===== config.mk =====
export PLATFORM = sky130hd
export DESIGN_NAME = data_memory_arbiter
export DESIGN_NICKNAME = d
export VERILOG_FILES = /design/src/rtl/data_memory_arbiter_pkg.sv /design/src/rtl/data_memory_arbiter.sv
export SDC_FILE = /design/constraint.sdc
export NUM_CORES = 1
export LEC_CHECK = 0
export CAP_MARGIN = 20
export CELL_PAD_IN_SITES_DETAIL_PLACEMENT = 0
export CELL_PAD_IN_SITES_GLOBAL_PLACEMENT = 1
export CORE_MARGIN = 10
export CORE_UTILIZATION = 17
export DETAILED_ROUTE_END_ITERATION = 10
export PLACE_DENSITY_LB_ADDON = 0.1
export SLEW_MARGIN = 30
export SYNTH_ARGS = -nofsm -noshare
export SYNTH_HDL_FRONTEND = slang
export SYNTH_SLANG_ARGS = --single-unit

===== constraint.sdc =====
create_clock -name clk -period 2.5 [get_ports clk]
set_clock_uncertainty 0.2 [all_clocks]
set_input_delay 0.5 -clock clk [delete_from_list [all_inputs] [get_ports clk]]
set_output_delay 0.5 -clock clk [all_outputs]
set_load 0.03 [all_outputs]

===== src/rtl/data_memory_arbiter_pkg.sv =====
// Shared types and constants for the data-memory arbiter between the CPU
// load/store stage and the program/data loader.
package data_memory_arbiter_pkg;

  localparam int DEF_ADDR_WIDTH = 16;
  localparam int DEF_DATA_WIDTH = 16;
  localparam int DEF_MEM_DEPTH  = 512;
  localparam int DEF_MAX_BURST  = 4;

  typedef enum logic [1:0] {
    IDLE    = 2'd0,
    CPU_OWN = 2'd1,
    LDR_OWN = 2'd2
  } arb_state_e;

  localparam logic REQ_CPU = 1'b0;
  localparam logic REQ_LDR = 1'b1;

endpackage


===== src/rtl/data_memory_arbiter.sv =====
// Burst-limited round-robin arbiter sharing one single-port data memory
// between the CPU and the loader; returns registered read data to the reader.
module data_memory_arbiter
  import data_memory_arbiter_pkg::*;
#(
  parameter int ADDR_WIDTH = DEF_ADDR_WIDTH,
  parameter int DATA_WIDTH = DEF_DATA_WIDTH,
  parameter int MEM_DEPTH  = DEF_MEM_DEPTH,
  parameter int MAX_BURST  = DEF_MAX_BURST
) (
  input  logic                  clk,
  input  logic                  reset_n,
  input  logic                  cpu_req,
  input  logic                  cpu_we,
  input  logic [ADDR_WIDTH-1:0] cpu_addr,
  input  logic [DATA_WIDTH-1:0] cpu_wdata,
  input  logic                  ldr_req,
  input  logic                  ldr_we,
  input  logic [ADDR_WIDTH-1:0] ldr_addr,
  input  logic [DATA_WIDTH-1:0] ldr_wdata,
  output logic                  cpu_gnt,
  output logic                  ldr_gnt,
  output logic                  cpu_rvalid,
  output logic                  ldr_rvalid,
  output logic [DATA_WIDTH-1:0] rdata,
  output logic                  err,
  output logic [ADDR_WIDTH-1:0] mem_address,
  output logic [DATA_WIDTH-1:0] mem_write_data,
  output logic                  mem_write_enable,
  output logic                  mem_read_enable,
  input  logic [DATA_WIDTH-1:0] mem_read_data
);

  localparam logic [1:0] ST_IDLE    = IDLE;
  localparam logic [1:0] ST_CPU_OWN = CPU_OWN;
  localparam logic [1:0] ST_LDR_OWN = LDR_OWN;

  localparam int CNT_W = $clog2(MAX_BURST + 1);
  localparam logic [CNT_W-1:0]    LP_BURST_MAX  = CNT_W'(MAX_BURST);
  localparam logic [CNT_W-1:0]    LP_BURST_ONE  = CNT_W'(1);
  localparam logic [CNT_W-1:0]    LP_BURST_ZERO = CNT_W'(0);
  // One extra bit so a depth of exactly 2**ADDR_WIDTH is still representable.
  localparam logic [ADDR_WIDTH:0] LP_DEPTH      = (ADDR_WIDTH + 1)'(MEM_DEPTH);

  logic [1:0]            r_state;
  logic [CNT_W-1:0]      r_burst_cnt;
  logic [DATA_WIDTH-1:0] r_rdata;
  logic                  r_cpu_rvalid;
  logic                  r_ldr_rvalid;
  logic                  r_err;

  logic [1:0]            w_next_state;
  logic [CNT_W-1:0]      w_next_burst;
  logic [CNT_W-1:0]      w_burst_inc;
  logic                  w_cpu_sel;
  logic                  w_ldr_sel;
  logic                  w_cpu_gnt;
  logic                  w_ldr_gnt;
  logic                  w_gnt_any;
  logic                  w_sel_id;
  logic                  w_sel_we;
  logic [ADDR_WIDTH-1:0] w_sel_addr;
  logic [DATA_WIDTH-1:0] w_sel_wdata;
  logic                  w_in_range;

  assign w_burst_inc = (r_burst_cnt >= LP_BURST_MAX) ? LP_BURST_MAX
                                                     : r_burst_cnt + LP_BURST_ONE;

  // Per-cycle owner decision: the owner keeps the memory until its burst
  // saturates while the other side waits; IDLE favours the CPU.
  always_comb begin
    w_cpu_sel    = 1'b0;
    w_ldr_sel    = 1'b0;
    w_next_state = ST_IDLE;
    w_next_burst = LP_BURST_ZERO;
    case (r_state)
      ST_CPU_OWN: begin
        if (cpu_req && ((r_burst_cnt < LP_BURST_MAX) || !ldr_req)) begin
          w_cpu_sel    = 1'b1;
          w_next_state = ST_CPU_OWN;
          w_next_burst = w_burst_inc;
        end else if (ldr_req) begin
          w_ldr_sel    = 1'b1;
          w_next_state = ST_LDR_OWN;
          w_next_burst = LP_BURST_ONE;
        end else begin
          w_next_state = ST_IDLE;
          w_next_burst = LP_BURST_ZERO;
        end
      end
      ST_LDR_OWN: begin
        if (ldr_req && ((r_burst_cnt < LP_BURST_MAX) || !cpu_req)) begin
          w_ldr_sel    = 1'b1;
          w_next_state = ST_LDR_OWN;
          w_next_burst = w_burst_inc;
        end else if (cpu_req) begin
          w_cpu_sel    = 1'b1;
          w_next_state = ST_CPU_OWN;
          w_next_burst = LP_BURST_ONE;
        end else begin
          w_next_state = ST_IDLE;
          w_next_burst = LP_BURST_ZERO;
        end
      end
      default: begin
        if (cpu_req) begin
          w_cpu_sel    = 1'b1;
          w_next_state = ST_CPU_OWN;
          w_next_burst = LP_BURST_ONE;
        end else if (ldr_req) begin
          w_ldr_sel    = 1'b1;
          w_next_state = ST_LDR_OWN;
          w_next_burst = LP_BURST_ONE;
        end else begin
          w_next_state = ST_IDLE;
          w_next_burst = LP_BURST_ZERO;
        end
      end
    endcase
  end

  // Grants are suppressed for the whole cycle in which reset is asserted.
  assign w_cpu_gnt = reset_n & w_cpu_sel;
  assign w_ldr_gnt = reset_n & w_ldr_sel;
  assign w_gnt_any = w_cpu_gnt | w_ldr_gnt;

  // Route the granted requester's fields to the memory; zeros when idle.
  always_comb begin
    w_sel_id    = w_ldr_gnt ? REQ_LDR : REQ_CPU;
    w_sel_we    = 1'b0;
    w_sel_addr  = '0;
    w_sel_wdata = '0;
    if (w_gnt_any) begin
      if (w_sel_id == REQ_LDR) begin
        w_sel_we    = ldr_we;
        w_sel_addr  = ldr_addr;
        w_sel_wdata = ldr_wdata;
      end else begin
        w_sel_we    = cpu_we;
        w_sel_addr  = cpu_addr;
        w_sel_wdata = cpu_wdata;
      end
    end else begin
      w_sel_we    = 1'b0;
      w_sel_addr  = '0;
      w_sel_wdata = '0;
    end
  end

  assign w_in_range = ({1'b0, w_sel_addr} < LP_DEPTH);

  assign mem_address      = w_sel_addr;
  assign mem_write_data   = w_sel_wdata;
  assign mem_write_enable = w_gnt_any &  w_sel_we & w_in_range;
  assign mem_read_enable  = w_gnt_any & ~w_sel_we & w_in_range;

  // Ownership state and burst counter.
  always_ff @(posedge clk) begin
    if (!reset_n) begin
      r_state     <= ST_IDLE;
      r_burst_cnt <= LP_BURST_ZERO;
    end else begin
      r_state     <= w_next_state;
      r_burst_cnt <= w_next_burst;
    end
  end

  // Read return and error pulse; out-of-range reads return zero.
  always_ff @(posedge clk) begin
    if (!reset_n) begin
      r_rdata      <= '0;
      r_cpu_rvalid <= 1'b0;
      r_ldr_rvalid <= 1'b0;
      r_err        <= 1'b0;
    end else begin
      r_cpu_rvalid <= w_cpu_gnt & ~cpu_we;
      r_ldr_rvalid <= w_ldr_gnt & ~ldr_we;
      r_err        <= w_gnt_any & ~w_in_range;
      if (w_gnt_any && !w_sel_we) begin
        r_rdata <= w_in_range ? mem_read_data : '0;
      end
    end
  end

  assign cpu_gnt    = w_cpu_gnt;
  assign ldr_gnt    = w_ldr_gnt;
  assign cpu_rvalid = r_cpu_rvalid;
  assign ldr_rvalid = r_ldr_rvalid;
  assign rdata      = r_rdata;
  assign err        = r_err;

endmodule


==> results_dict.tcl <==
set metrics [dict create \
    status "finished with violations" \
    violations "negative setup slack" \
    postCtsHoldBufs 0 \
    setup-violations-final 35 \
    synthesis.nets 228 \
    synth_edf_count 0 \
    gr-total-overflow 0 \
    p_leak_nw 1.633 \
    drt_pass1_iterations 4 \
    die_h_um 109.2 \
    num_vias 1872 \
    drc 0 \
    async_reset_ff_frac 0 \
    route.met3.wl_um 657 \
    rows 32 \
    min_to "rdata[6]$_SDFFE_PN0P_" \
    fill_cells 708 \
    r2r_cells 10 \
    port_buffers 140 \
    multi_input_area_mm2 0.001244 \
    yosysWarnings 0 \
    dieArea_mm2 0.01192 \
    ys_ff_latch 24 \
    cts.sinks 24 \
    r2r_start "r_state[0]$_SDFF_PN0_" \
    synth_ff_type "dfxtp_1" \
    cts_tree "built" \
    path_class "input pin to primary output" \
    min_from "rdata[6]$_SDFFE_PN0P_" \
    final_cell_mix "clkdlybuf4s50_1, buf_6, a22o_4, buf_4, dfxtp_1" \
    final_layout_size_suffix_gt1_frac 0.4811 \
    fin_ws_ns -0.3109 \
    syn_avg_cell_area_um2 9.801 \
    gp_congestion 0.7480 \
    layout_commonest_cell "clkdlybuf4s50_1" \
    grt_max_degree 25 \
    path_clk_slew_ns 0.08 \
    fin_crit_ns 2.811 \
    clock.fmax_mhz 355.8 \
    cts-buffers-inserted 3 \
    synth_seq_area_share 0.3552 \
    htree_levels 1 \
    grt_pass1_wl_um 11210 \
    place_hpwl_um 6027 \
    timing.final.crit_share 1.124 \
    p_per_area_mw_per_mm2 356.0 \
    startpoint_type "input pin" \
    dr_wl_met2_um 4050 \
    drt_iter0_markers 78 \
    cts_root_buffer "clkbuf_8" \
    clk_latency_ns 0.27 \
    start_util 0.1750 \
    reg2reg_slack_ns 0.13 \
    final_cell_area_mm2 0.003864 \
    io_pins 141 \
    routed_wl_um 7519 \
    hold_path_class "flop to flop" \
    seq_area_um2 483.0 \
    netlist_area_mm2 0.001353 \
    drt-met1-wl_um 2769 \
    highest_layer "met4" \
    nets 409 \
    rsz0062_at_grt "true" \
    whs_path_depth 1 \
    grt_pass1_vias 2063 \
    die_w_um 109.2 \
    placed_area_mm2 0.003445 \
    grt_use_total 0.1193 \
    maxCapViolCount 0 \
    cts_max_path_buffers 2 \
    arrival_ns 2.11 \
    ys_types 33 \
    maxSlewViolCount 0 \
    ir_drop_mv 0.3316 \
    end_kind "primary output" \
    area_growth_pct 185.7 \
    core_mm2 0.007727 \
    wire_per_inst_um 17.90 \
    antenna_found_initial 0 \
    hold_viol 0 \
    worstMarginPinSlew_ns 0.3740 \
    slew_headroom 0.7503 \
    setup_tns_ns -8.899 \
    via_per_inst 4.457 \
    crit_required_ns 1.80 \
    synthCells 138 \
    antennaDiodeCount 0 \
    cp_max_fo 2 \
    r2r_end "rdata[1]$_SDFFE_PN0P_" \
    ant_nets 0 \
]
registers in the layout (all words and copies together) (netlist names):
name / cells
rdata: 16
r_burst_cnt: 3
r_state: 2
cpu_rvalid: 1
err: 1
ldr_rvalid: 1
metrics by stage:
| stage | utilization | hold WS (ns) | total power (W) | setup WS, ns | cells |
|---|---|---|---|---|---|
| after floorplan | - | 0.3583 | 0.0006769 | -0.05270 | 138 |
| after global placement | 0.4458 | 0.2605 | 0.0009787 | -0.5731 | 405 |
| after detailed placement | 0.4458 | 0.2648 | 0.0009807 | -0.5733 | 405 |
| after CTS | 0.4913 | 0.2897 | 0.001391 | -0.3341 | 418 |
| after global routing | 0.5000 | 0.3047 | 0.001446 | -0.4660 | 420 |
| final | 0.5000 | 0.2814 | 0.001375 | -0.3109 | 420 |
report_power, final:
part           internal [W]  switching [W]
logic              0.000366       0.000276
clock network      0.000214       0.000125
registers          0.000390     0.00000391
total              0.000970       0.000405
worst max-delay path by stage:
stage	from	to	slack [ns]
2_1_floorplan	r_state[1]$_SDFF_PN0_	mem_address[0]	-0.05
6_report	cpu_addr[9]	mem_read_enable	-0.31
3_5_place_dp	ldr_addr[11]	mem_read_enable	-0.57
3_3_place_gp	cpu_addr[11]	mem_read_enable	-0.57
5_1_grt	cpu_addr[9]	mem_read_enable	-0.47
4_1_cts	cpu_addr[9]	mem_read_enable	-0.33
per-layer routing:
layer / up-vias / track usage
met5: - / 0
met4: 0 / 0.01673
met3: 2 / 0.05310
met2: 61 / 0.2168
met1: 902 / 0.1273
li1: 907 / -
critical path: stages:
cell             delay [ns]
clkdlybuf4s15_1        0.18
or4_1                  0.49
nor4_2                 0.25
buf_4                  0.15
inv_2                  0.04
a22o_4                 0.23
a21oi_4                0.14
buf_12                 0.14
logic make-up (layout without fill, tap and decap cells):
| logic type | Yosys count | in the layout | share of synthesized area |
|---|---|---|---|
| AOI/OAI and AO/OA | 65 | 65 | 0.4163 |
| adders and majority gates | 4 | 4 | 0.03700 |
| buffers and inverters | 19 | 198 | 0.07308 |
| DFF | 24 | 24 | 0.3552 |
| and+or+nand+nor | 26 | 27 | 0.1184 |
synthesized netlist by cell type (2+ instances only):
master    number  area [um2]
buf_4          2       15.01
o21a_1         2       15.01
nor2b_1        2       12.51
buf_6          2       22.52
nor4_1         2       12.51
dfxtp_1       24       480.5
buf_2          4       20.02
clkbuf_1       3       11.26
a21oi_1        2       10.01
or4_1          2       15.01
ha_1           4       50.05
inv_1          8       30.03
o21ai_0        4       20.02
a211oi_1       2       15.01
nand2_1        3       11.26
nand3_1        2       10.01
nor2_1         6       22.52
a22o_1        49       429.2
final cells by class:
class,count,area share
Multi-Input combinational cell,96,0.3219
Clock buffer,3,0.01069
Inverter,8,0.007772
Tap cell,102,0.03303
Sequential cell,24,0.1250
Clock inverter,1,0.007772
Timing Repair Buffer,186,0.4938
what timing repair did:
action,in CTS,in global routing
pin swaps,10,8
setup buffers,9,0
endpoints found under the setup margin,52,51
gates cloned,1,3
gates resized for setup,83,7
(Power assumes the default switching activity.)
